--- config.mk ---
export PLATFORM = sky130hd
export DESIGN_NAME = calc_operand_sequencer_flat
export DESIGN_NICKNAME = d
export VERILOG_FILES = /design/src/rtl/calc_operand_sequencer_if.sv /design/src/rtl/calc_operand_sequencer.sv /design/src/flat_wrapper.sv
export SDC_FILE = /design/constraint.sdc
export NUM_CORES = 1
export LEC_CHECK = 0
export CAP_MARGIN = 20
export CORE_AREA = 2 2 53 55
export CTS_CLUSTER_SIZE = 10
export DETAILED_ROUTE_END_ITERATION = 12
export DIE_AREA = 0 0 55 57
export HOLD_SLACK_MARGIN = 0.02
export PLACE_DENSITY_LB_ADDON = 0.15
export SKIP_LAST_GASP = 1
export SLEW_MARGIN = 20
export SYNTH_ARGS = -nofsm -noshare
export SYNTH_HDL_FRONTEND = slang
export SYNTH_SLANG_ARGS = --single-unit
--- constraint.sdc ---
create_clock -name clk -period 2.3 [get_ports clk]
set_input_delay 0.46 -clock clk [delete_from_list [all_inputs] [get_ports clk]]
set_output_delay 0.46 -clock clk [all_outputs]
set_load 0.02 [all_outputs]
--- src/rtl/calc_operand_sequencer_if.sv ---
// ============================================================================
// calc_operand_sequencer_if : operand entry / calculator bus for the sequencer
// Revision 1.0
// ============================================================================
`default_nettype none

interface calc_operand_sequencer_if;
   logic [3:0] sw;
   logic       enter;
   logic       clear;
   logic [3:0] calc_out;
   logic [3:0] a;
   logic [3:0] b;
   logic [2:0] op;
   logic [3:0] result;
   logic       result_valid;
   logic       err;
   logic [2:0] stage;

   // master: user controls plus calculator; slave: the sequencer itself
   modport master (
      output sw, enter, clear, calc_out,
      input  a, b, op, result, result_valid, err, stage
   );

   modport slave (
      input  sw, enter, clear, calc_out,
      output a, b, op, result, result_valid, err, stage
   );
endinterface

`default_nettype wire

--- src/rtl/calc_operand_sequencer.sv ---
// ============================================================================
// calc_operand_sequencer : collects A/op/B from switches, waits for the
// calculator to settle, then captures and holds its result.  Revision 1.0
// ============================================================================
`default_nettype none

module calc_operand_sequencer #(
   parameter int SETTLE_CYCLES = 2
) (
   input  logic                      clk,
   input  logic                      rst_n,
   calc_operand_sequencer_if.slave   bus
);

   localparam logic [2:0] c_GET_A  = 3'b000;
   localparam logic [2:0] c_GET_OP = 3'b001;
   localparam logic [2:0] c_GET_B  = 3'b010;
   localparam logic [2:0] c_SETTLE = 3'b011;
   localparam logic [2:0] c_SHOW   = 3'b100;

   localparam logic [2:0] c_OP_NOT = 3'b010;
   localparam logic [2:0] c_OP_DIV = 3'b111;

   // The counter spans the whole settle window; capture happens on the edge
   // after it has reached zero, giving SETTLE_CYCLES+1 edges from final enter.
   localparam logic [3:0] c_SETTLE_LOAD = 4'(SETTLE_CYCLES);

   logic [2:0] r_state;
   logic [2:0] w_next_state;
   logic [3:0] r_cnt;
   logic [3:0] r_a;
   logic [3:0] r_b;
   logic [2:0] r_op;
   logic [3:0] r_result;
   logic       r_result_valid;
   logic       r_err;

   logic       w_capture;
   logic       w_div_zero;
   logic       w_op_is_not;

   assign w_capture   = (r_state == c_SETTLE) && (r_cnt == 4'd0);
   assign w_div_zero  = (r_op == c_OP_DIV) && (r_b == 4'd0);
   assign w_op_is_not = (bus.sw[2:0] == c_OP_NOT);

   // ---------------------------------------------------------------- state reg
   always_ff @(posedge clk) begin
      if (!rst_n) begin
         r_state <= c_GET_A;
      end else begin
         r_state <= w_next_state;
      end
   end

   // --------------------------------------------------------------- next state
   always_comb begin
      w_next_state = r_state;
      if (bus.clear) begin
         w_next_state = c_GET_A;
      end else begin
         case (r_state)
            c_GET_A:  if (bus.enter) w_next_state = c_GET_OP;
            c_GET_OP: if (bus.enter) w_next_state = w_op_is_not ? c_SETTLE : c_GET_B;
            c_GET_B:  if (bus.enter) w_next_state = c_SETTLE;
            c_SETTLE: if (r_cnt == 4'd0) w_next_state = c_SHOW;
            c_SHOW:   if (bus.enter) w_next_state = c_GET_OP;
            default:  w_next_state = c_GET_A;
         endcase
      end
   end

   // ----------------------------------------------------------- datapath regs
   always_ff @(posedge clk) begin
      if (!rst_n || bus.clear) begin
         r_cnt          <= 4'd0;
         r_a            <= 4'd0;
         r_b            <= 4'd0;
         r_op           <= 3'd0;
         r_result       <= 4'd0;
         r_result_valid <= 1'b0;
         r_err          <= 1'b0;
      end else begin
         case (r_state)
            c_GET_A: begin
               if (bus.enter) r_a <= bus.sw;
            end
            c_GET_OP: begin
               if (bus.enter) begin
                  r_op <= bus.sw[2:0];
                  if (w_op_is_not) begin
                     r_b   <= 4'd0;
                     r_cnt <= c_SETTLE_LOAD;
                  end
               end
            end
            c_GET_B: begin
               if (bus.enter) begin
                  r_b   <= bus.sw;
                  r_cnt <= c_SETTLE_LOAD;
               end
            end
            c_SETTLE: begin
               if (w_capture) begin
                  r_result       <= w_div_zero ? 4'd0 : bus.calc_out;
                  r_err          <= w_div_zero;
                  r_result_valid <= 1'b1;
               end else begin
                  r_cnt <= r_cnt - 4'd1;
               end
            end
            c_SHOW: begin
               // chain the held result in as the next A operand
               if (bus.enter) begin
                  r_a            <= r_result;
                  r_result_valid <= 1'b0;
                  r_err          <= 1'b0;
               end
            end
            default: begin
               r_cnt <= 4'd0;
            end
         endcase
      end
   end

   // ------------------------------------------------------------------ outputs
   always_comb begin
      bus.stage        = r_state;
      bus.a            = r_a;
      bus.b            = r_b;
      bus.op           = r_op;
      bus.result       = r_result;
      bus.result_valid = r_result_valid;
      bus.err          = r_err;
   end

endmodule

`default_nettype wire

--- src/flat_wrapper.sv ---
// flat-port wrapper written by rule: the top's interface ports become plain ports
module calc_operand_sequencer_flat 
#(
   parameter int SETTLE_CYCLES = 2
)
  (clk, rst_n, bus_sw, bus_enter, bus_clear, bus_calc_out, bus_a, bus_b, bus_op, bus_result, bus_result_valid, bus_err, bus_stage);
  calc_operand_sequencer_if bus_i ();
  input  logic clk;
  input  logic rst_n;
  input wire logic [$bits(bus_i.sw)-1:0] bus_sw;
  input wire logic [$bits(bus_i.enter)-1:0] bus_enter;
  input wire logic [$bits(bus_i.clear)-1:0] bus_clear;
  input wire logic [$bits(bus_i.calc_out)-1:0] bus_calc_out;
  output wire logic [$bits(bus_i.a)-1:0] bus_a;
  output wire logic [$bits(bus_i.b)-1:0] bus_b;
  output wire logic [$bits(bus_i.op)-1:0] bus_op;
  output wire logic [$bits(bus_i.result)-1:0] bus_result;
  output wire logic [$bits(bus_i.result_valid)-1:0] bus_result_valid;
  output wire logic [$bits(bus_i.err)-1:0] bus_err;
  output wire logic [$bits(bus_i.stage)-1:0] bus_stage;
  assign bus_i.sw = bus_sw;
  assign bus_i.enter = bus_enter;
  assign bus_i.clear = bus_clear;
  assign bus_i.calc_out = bus_calc_out;
  assign bus_a = bus_i.a;
  assign bus_b = bus_i.b;
  assign bus_op = bus_i.op;
  assign bus_result = bus_i.result;
  assign bus_result_valid = bus_i.result_valid;
  assign bus_err = bus_i.err;
  assign bus_stage = bus_i.stage;
  calc_operand_sequencer #(.SETTLE_CYCLES(SETTLE_CYCLES)) u_core (.clk(clk), .rst_n(rst_n), .bus(bus_i));
endmodule
# Word level (Yosys, flattened, before mapping)
# Cells that the tools add are included.
[op_classes]
add_sub_neg = 1
n_eq_ne = 15
n_mux = 23
bitwise_logic = 2
n_reduce_logical = 19
[ops]
columns = ["op", "n"]
rows = [
  ["4-bit two-way mux", 9],
  ["4-bit case mux with 2 select lines", 2],
  ["4-bit case mux with 4 select lines", 1],
  ["3-bit two-way mux", 4],
  ["2-bit != test (second input constant)", 6],
  ["3-bit case mux with 4 select lines", 1],
  ["3-bit by 2-bit equality test with 1-bit output (second input constant)", 3],
  ["4-bit logical NOT", 2],
  ["4-bit AND reduction", 2],
  ["3-bit equality test (second input constant)", 2],
  ["2-bit by 1-bit != test with 1-bit output (second input constant)", 3],
  ["3-bit AND reduction", 2],
  ["2-bit nonzero test", 3],
  ["5-bit AND reduction", 1],
  ["1-bit two-way mux", 4],
  ["1-bit case mux with 2 select lines", 2],
  ["2-bit AND reduction", 2],
  ["2-bit OR reduction", 2],
  ["4-bit by 1-bit subtractor with 4-bit output (second input constant)", 1],
  ["3-bit by 1-bit equality test with 1-bit output (second input constant)", 1],
  ["3-bit logical NOT", 1],
  ["1-bit logical AND", 2],
  ["1-bit NOT", 2],
  ["1-bit logical NOT", 1],
  ["1-bit logical OR", 1],
]
[word_totals]
register_bits = 24
in_bits = 12
out_inout_bits = 20
word_cells = 68

# Longest topological paths before layout
# Gate-level depths: netlist of run 1.
[depth]
depth_word = 4
ltp_mapped = 6
mapped_depth_nobuf = 6

# Worst setup path before layout of run 1
# Ideal clock, no wire load.
[synth_timing]
path_kind = "reg2reg"
start = "reg u_core.r_cnt[0]"
end = "reg u_core.r_cnt[2]"
setup_time_ns = 0.117
t_arrival_ns = 1.504
required_ns = 2.183
path_slack_ns = 0.678
stages_incl_launch_ff = 7
n_path_buf = 0
period_less_slack_ns = 1.622
path_cell_list = "dfxtp_1 > inv_1 > ha_1 > or3b_4 > a221oi_2 > a21oi_1 > a32o_2"
[synth_via]
elab_chain_cells = 4
word_cells_on_any_way = 7
cone_classes = "add/sub: 1; eq/ne: 1; mux: 2; reduce/logical: 3"
[synth_rtl]
columns = ["item", "line", "text"]
rows = [
  ["from (decl)", "calc_operand_sequencer.sv:30", "logic [3:0] r_cnt;"],
  ["from (signal assigned)", "calc_operand_sequencer.sv:92", "r_cnt <= c_SETTLE_LOAD;"],
  ["from (signal assigned)", "calc_operand_sequencer.sv:99", "r_cnt <= c_SETTLE_LOAD;"],
  ["from (signal assigned)", "calc_operand_sequencer.sv:108", "r_cnt <= r_cnt - 4'd1;"],
  ["parallel branches: the longest is 4 deep, another holds 4-bit by 1-bit subtractor with 4-bit output", "n/a", ""],
]
# Parallel ways; which one is timed is not known. The select of a mux whose other input is x is not followed.
# A chain may end at the register's enable or synchronous reset.

# Worst setup path in the final report of run 1
[layout_timing]
start = "reg u_core.r_state[1], in the netlist u_core.bus.stage[1]"
end = "out bus_stage[1]"
[layout_rtl]
columns = ["item", "line", "text"]
rows = [
  ["from (decl)", "calc_operand_sequencer.sv:28", "logic [2:0] r_state;"],
  ["from (signal assigned)", "calc_operand_sequencer.sv:49", "r_state <= c_GET_A;"],
  ["from (signal assigned)", "calc_operand_sequencer.sv:51", "r_state <= w_next_state;"],
  ["to (decl)", "flat_wrapper.sv:20", "output wire logic [$bits(bus_i.stage)-1:0] bus_stage;"],
]
# No word-level cell between the ends.

==> flow_summary.ini, run 1 <==
[cells_and_area]
n_antenna_cell = 0
drive_above_1_share_pct = 12.7
area_delta_synth_final_pct = 38.1
layout.nets = 173
layout_common_cells = 31 x clkdlybuf4s50_1, 24 x dfxtp_1, 12 x nor2_1
layout.cells.most_common = clkdlybuf4s50_1
final_area_mm2 = 0.00158
nFillCells = 237

[critical_path]
worst_setup_path_start_kind = register
path_buf_inv = 1
cp-end-kind = primary output
cp.arrival_ns = 1.74
worst_r2r_endpoint = u_core.r_cnt[2]
critPathMaxFanout = 16
reg2regPathDepth = 6
required_ns = 1.84
rr_startpoint = u_core.r_cnt[0]
path_cells = clkdlybuf4s50_1
cp_slowest_cell = clkdlybuf4s50_1
ff2ff_setup_slack_ns = 0.49
cp_top_family = buffers and inverters
cpPeakStageDelay_ns = 0.71
path_class = reg -> out

[placement]
gp_congestion = 0.783
place_area_mm2 = 0.00153
port_buffers = 31
pre_cts_ws_ns = 0.175
place_hpwl_um = 2060

[logic_synthesis]
synth_cells = 121
ys_seq_area_share_pct = 42.1
synth_edf_count = 0
ys_ff_latch = 24
synth_area_mm2 = 0.00114
syn_area_per_cell_um2 = 9.44
yosys_warnings = 0
synth_cell_types = 41
ys.flop_type = dfxtp_1
synth_fp_nets = 135
async_flop_share_pct = 0

[clocking]
cts_hold_buffers = 0
cts_setup_buffers = 0
cts_tree = built
cts_resized = 0
path_clk_slew_ns = 0.14
h-tree-depth = 1
cts.path.max_buffers = 2
root_buffer = clkbuf_4
clk_latency_ns = 0.33
numCtsBuffers = 3
cts.sinks = 24

[routing]
drc_errors = 0
routedWlPerCell_um = 14.4
routed-via-count = 1047
initialDrtViolationCount = 29
ant_nets = 0
detail_route.vias_per_cell = 5.54
dr.pass1.iters = 4
wirelength_um = 2720

[sta]
finalHoldViolations = 0
slew_headroom_pct = 62.1
clock_skew_ns = 0.00652
rsz0062_at_grt = false
period_share_pct = 95.6
final.setup.tns_ns = 0
fin_ws_ns = 0.100
period_needed_ns = 2.20
setup_viol = 0
maxSlewViolCount = 0
worst_slew_pin_slew_ns = 0.568
max_freq_ghz = 0.455

[worst_hold_path]
hold_path.class = reg -> reg
hold_end = u_core.bus.result_valid
worstHoldPathCells = 2
hp-start = u_core.bus.result_valid

[power_and_ir_drop]
vdd_ir_drop_max_uv = 412
switching_share_pct = 22.1
p_switching_mw = 0.183
fin_total_pwr_mw = 0.826
sequentialPowerShare_pct = 51.4
clockPowerShare_pct = 37.8
leakage_nw = 0.543
pwr_density_cell_mw_per_mm2 = 524
power.internal_mw = 0.644
power_frac_comb_pct = 10.8

[die]
start_util_pct = 43.7
die_y_um = 57
die_area_mm2 = 0.00314
rows = 19
die_x_um = 55
io_pins = 32
core_area_mm2 = 0.00262

[outcome]
outcome = completed

[grt]
grt_pass1_vias = 964
grt_antenna_before_repair = 0
grt_use_total_pct = 19.4
grt_overflow = 0
grt_pass1_wl_um = 4430
grt_max_degree = 17

[flow_run]
maxCapViolCount = 0
==> flip-flops by register name (all words and copies together) (netlist names) <==
signal,count
u_core.r_cnt,4
u_core.bus.result,4
u_core.bus.a,4
u_core.bus.result_valid,1
u_core.bus.b,4
u_core.bus.err,1
u_core.bus.stage,3
u_core.bus.op,3
==> cell usage after synthesis, types with 3 or more instances <==
cell type,instances,area share [%]
nand2_1,7,2.3
a211oi_1,7,4.6
a21oi_1,6,2.6
mux2i_1,7,6.1
a22o_1,4,3.1
dfxtp_1,24,42
nand3_1,3,1.3
o21ai_0,3,1.3
nor2b_1,3,1.6
inv_1,4,1.3
nor2_1,12,3.9
buf_2,3,1.3
a22oi_1,4,2.6
==> power groups by stage <==
| stage | Sequential [mW] | Clock, mW | Combinational (mW) |
|---|---|---|---|
| detailed placement | 0.434 | 0 | 0.0885 |
| CTS | 0.425 | 0.317 | 0.0888 |
| finish | 0.425 | 0.313 | 0.0890 |
| global placement | 0.434 | 0 | 0.0884 |
| floorplan | 0.440 | 0 | 0.0352 |
| global route | 0.426 | 0.337 | 0.0958 |
==> tightest hold or removal path: cells and delay by family (launching register included) <==
family	cells	cell delay (ns)
AO/OA/AOI/OAI	1	0.05
flip-flops	1	0.34
AND/OR/NAND/NOR	1	0.05
==> metal layers <==
layer  part of all wire, %  up-vias  track usage (%)
met4                   1.8        0             8.36
met2                    46       18             30.3
met1                    49      494             26.5
met3                   3.2        5             2.62
met5                     0        -                0
li1                      -      530                -
==> metrics by stage <==
step | hold slack (ns) | cells | utilization (%)
global placement | 0.443 | 185 | 58.3
CTS | 0.471 | 189 | 60.3
detailed placement | 0.452 | 185 | 58.3
finish | 0.467 | 189 | 60.3
global route | 0.496 | 189 | 60.3
floorplan | 0.452 | 121 | -
==> kinds of logic (layout without fill, tap and decap cells) <==
logic type      Yosys count  count (layout)  share of synthesized area, %
compound gates           36              36                          24.2
fa+ha+maj                 2               2                          2.19
buf+inv                  10              47                          3.61
flops                    24              24                          42.1
mux                       8               8                          7.12
simple gates             41              41                          20.8
==> layout make-up <==
cell class | count | area (µm²) | share of cell area, %
repair buffers | 39 | 370 | 23.5
clock buffers | 3 | 22.5 | 1.43
clock inverters | 1 | 30.0 | 1.90
multi-input cells | 87 | 621 | 39.3
flip-flops and latches | 24 | 480 | 30.5
inverters | 4 | 15.0 | 0.952
well taps | 31 | 38.8 | 2.46
==> worst max path at each step <==
stage	startpoint	to	cells after the start
6_report	u_core.bus.stage[1]	bus_stage[1]	1
5_1_grt	u_core.bus.stage[1]	bus_stage[1]	1
4_1_cts	u_core.bus.stage[1]	bus_stage[1]	1
3_5_place_dp	bus_sw[2]	u_core.r_cnt[3]	5
3_3_place_gp	bus_sw[2]	u_core.r_cnt[2]	5
2_1_floorplan	u_core.r_cnt[0]	u_core.r_cnt[2]	6
(Power assumes the default switching activity.)
==> run 2: changes to the inputs <==
CAP_MARGIN = 10   (was 20)
TNS_END_PERCENT = 50   (was not set)
==> results of run 2 <==
No change in the layout: final DEF, timing and power equal those of run 1.
==> run 3: changes to the inputs <==
CORE_AREA = 2 2 51 53   (was 2 2 53 55)
DIE_AREA = 0 0 53 55   (was 0 0 55 57)
clock period = 2.78 ns   (was 2.3 ns; I/O delays follow)
==> run 3 against run 2 <==
Combinational power down 28%. Global-route usage up 1.6 points. Worst setup slack better by 0.40 ns. First-iteration DRC count down 31%. Critical path type unchanged. Register-to-register slack better by 0.48 ns. Non-clock buffer count down 7. Cell count down 4.2%. Final area down 3.4%. Critical endpoint is now bus_stage[2]. Total power down 19%.
==> flow_summary.ini, run 3 (synthesized netlist as in run 1, its figures left out) <==
[cells_and_area]
drive_above_1_share_pct = 8.61
layout.nets = 166
fin_cells = 181
layout.cells.most_common = clkdlybuf4s50_1
area_delta_synth_final_pct = 33.4
n_antenna_cell = 0
layout_common_cells = 31 x clkdlybuf4s50_1, 24 x dfxtp_1, 12 x nor2_1

[sta]
final.setup.tns_ns = 0
slew_headroom_pct = 61.2
clock_skew_ns = 0.00215
setup_viol = 0
worst_slew_pin_slew_ns = 0.577
finalHoldViolations = 0
period_needed_ns = 2.28
rsz0062_at_grt = false
maxSlewViolCount = 0
period_share_pct = 82.0
max_freq_ghz = 0.439

[power_and_ir_drop]
vdd_ir_drop_max_uv = 296
leakage_nw = 0.507
sequentialPowerShare_pct = 52.8
power_frac_comb_pct = 9.6
switching_share_pct = 21.4
pwr_density_cell_mw_per_mm2 = 440
power.internal_mw = 0.527
clockPowerShare_pct = 37.6
p_switching_mw = 0.144

[die]
start_util_pct = 48.3
die_y_um = 55
die_area_mm2 = 0.00292
rows = 18
io_pins = 32
core_area_mm2 = 0.00236
die_x_um = 53

[critical_path]
cp-end-kind = primary output
cpPeakStageDelay_ns = 0.71
worst_setup_path_start_kind = register
cp.arrival_ns = 1.72
cp_top_family = buffers and inverters
path_buf_inv = 1
path_class = reg -> out
cp_slowest_cell = clkdlybuf4s50_1
required_ns = 2.22
critPathMaxFanout = 14
path_cells = clkdlybuf4s50_1

[grt]
grt_use_total_pct = 21.0
grt_pass1_vias = 978
grt_antenna_before_repair = 0
grt_pass1_wl_um = 4510
grt_overflow = 0
grt_max_degree = 17

[clocking]
cts_setup_buffers = 0
h-tree-depth = 1
cts.sinks = 24
cts_tree = built
numCtsBuffers = 3
root_buffer = clkbuf_4
path_clk_slew_ns = 0.14
cts.path.max_buffers = 2
cts_hold_buffers = 0
clk_latency_ns = 0.31
cts_resized = 0

[placement]
gp_congestion = 0.812
dp.cells = 177
port_buffers = 31
place_hpwl_um = 2040

[routing]
routed-via-count = 1012
ant_nets = 0
dr.pass1.iters = 4
drc_errors = 0
routedWlPerCell_um = 15.0
wirelength_um = 2720
initialDrtViolationCount = 20
detail_route.vias_per_cell = 5.59

[outcome]
outcome = completed

[flow_run]
maxCapViolCount = 0

[worst_hold_path]
hold_path.class = reg -> reg
[run 3: cell types whose count changed in the layout (fill, tap and decap cells not counted), sizes merged]
| cell | change |
|---|---|
| buf | -7 |
[run 3: through the flow]
stage	area [µm²]	setup slack [ns]	hold WS, ns	power (mW)	utilization, %
after floorplan	1140	1.16	0.452	0.393	-
after global placement	1470	0.557	0.443	0.425	62.2
after detailed placement	1470	0.513	0.461	0.426	62.2
after CTS	1520	0.494	0.479	0.673	64.4
after global routing	1520	0.397	0.487	0.698	64.4
final	1520	0.500	0.476	0.670	64.4
[run 3: cell type report]
class	count	area, µm²
inverter	4	15.0
multi-input combinational	87	621
sequential	24	480
clock buffer	3	22.5
tap	30	37.5
fill	207	841
timing repair buffer	32	318
clock inverter	1	30.0
[run 3: path summary, 6_finish.rpt]
| kind | from | endpoint | slack [ns] | depth (start not counted) |
|---|---|---|---|---|
| setup / recovery | u_core.bus.stage[2] | bus_stage[2] | 0.50 | 1 |
| hold / removal | u_core.bus.result_valid | u_core.bus.result_valid | 0.48 | 2 |
| setup reg to reg | u_core.r_cnt[0] | u_core.r_cnt[2] | 0.97 | 6 |
| hold reg to reg | u_core.bus.result_valid | u_core.bus.result_valid | 0.48 | 2 |
[run 3: worst min-delay path: cells and delay by family, from the launching register on]
family           cells  cell delay [ns]
flip-flops           1             0.34
AO/OA/AOI/OAI        1             0.06
AND/OR/NAND/NOR      1             0.05
[run 3: power by group through the flow]
stage | sequential (mW) | combinational [mW] | clock, mW
floorplan | 0.364 | 0.0291 | 0
global placement | 0.361 | 0.0642 | 0
detailed placement | 0.361 | 0.0650 | 0
CTS | 0.354 | 0.0650 | 0.254
global route | 0.355 | 0.0709 | 0.272
finish | 0.354 | 0.0645 | 0.252
[run 3: routing by layer]
| metal | up-vias | global-route usage [%] | routed length [µm] |
|---|---|---|---|
| li1 | 515 | - | - |
| met1 | 462 | 28.7 | 1300 |
| met2 | 31 | 34.4 | 1270 |
| met3 | 4 | 3.23 | 118 |
| met4 | 0 | 6.41 | 33 |
| met5 | - | 0 | 0 |
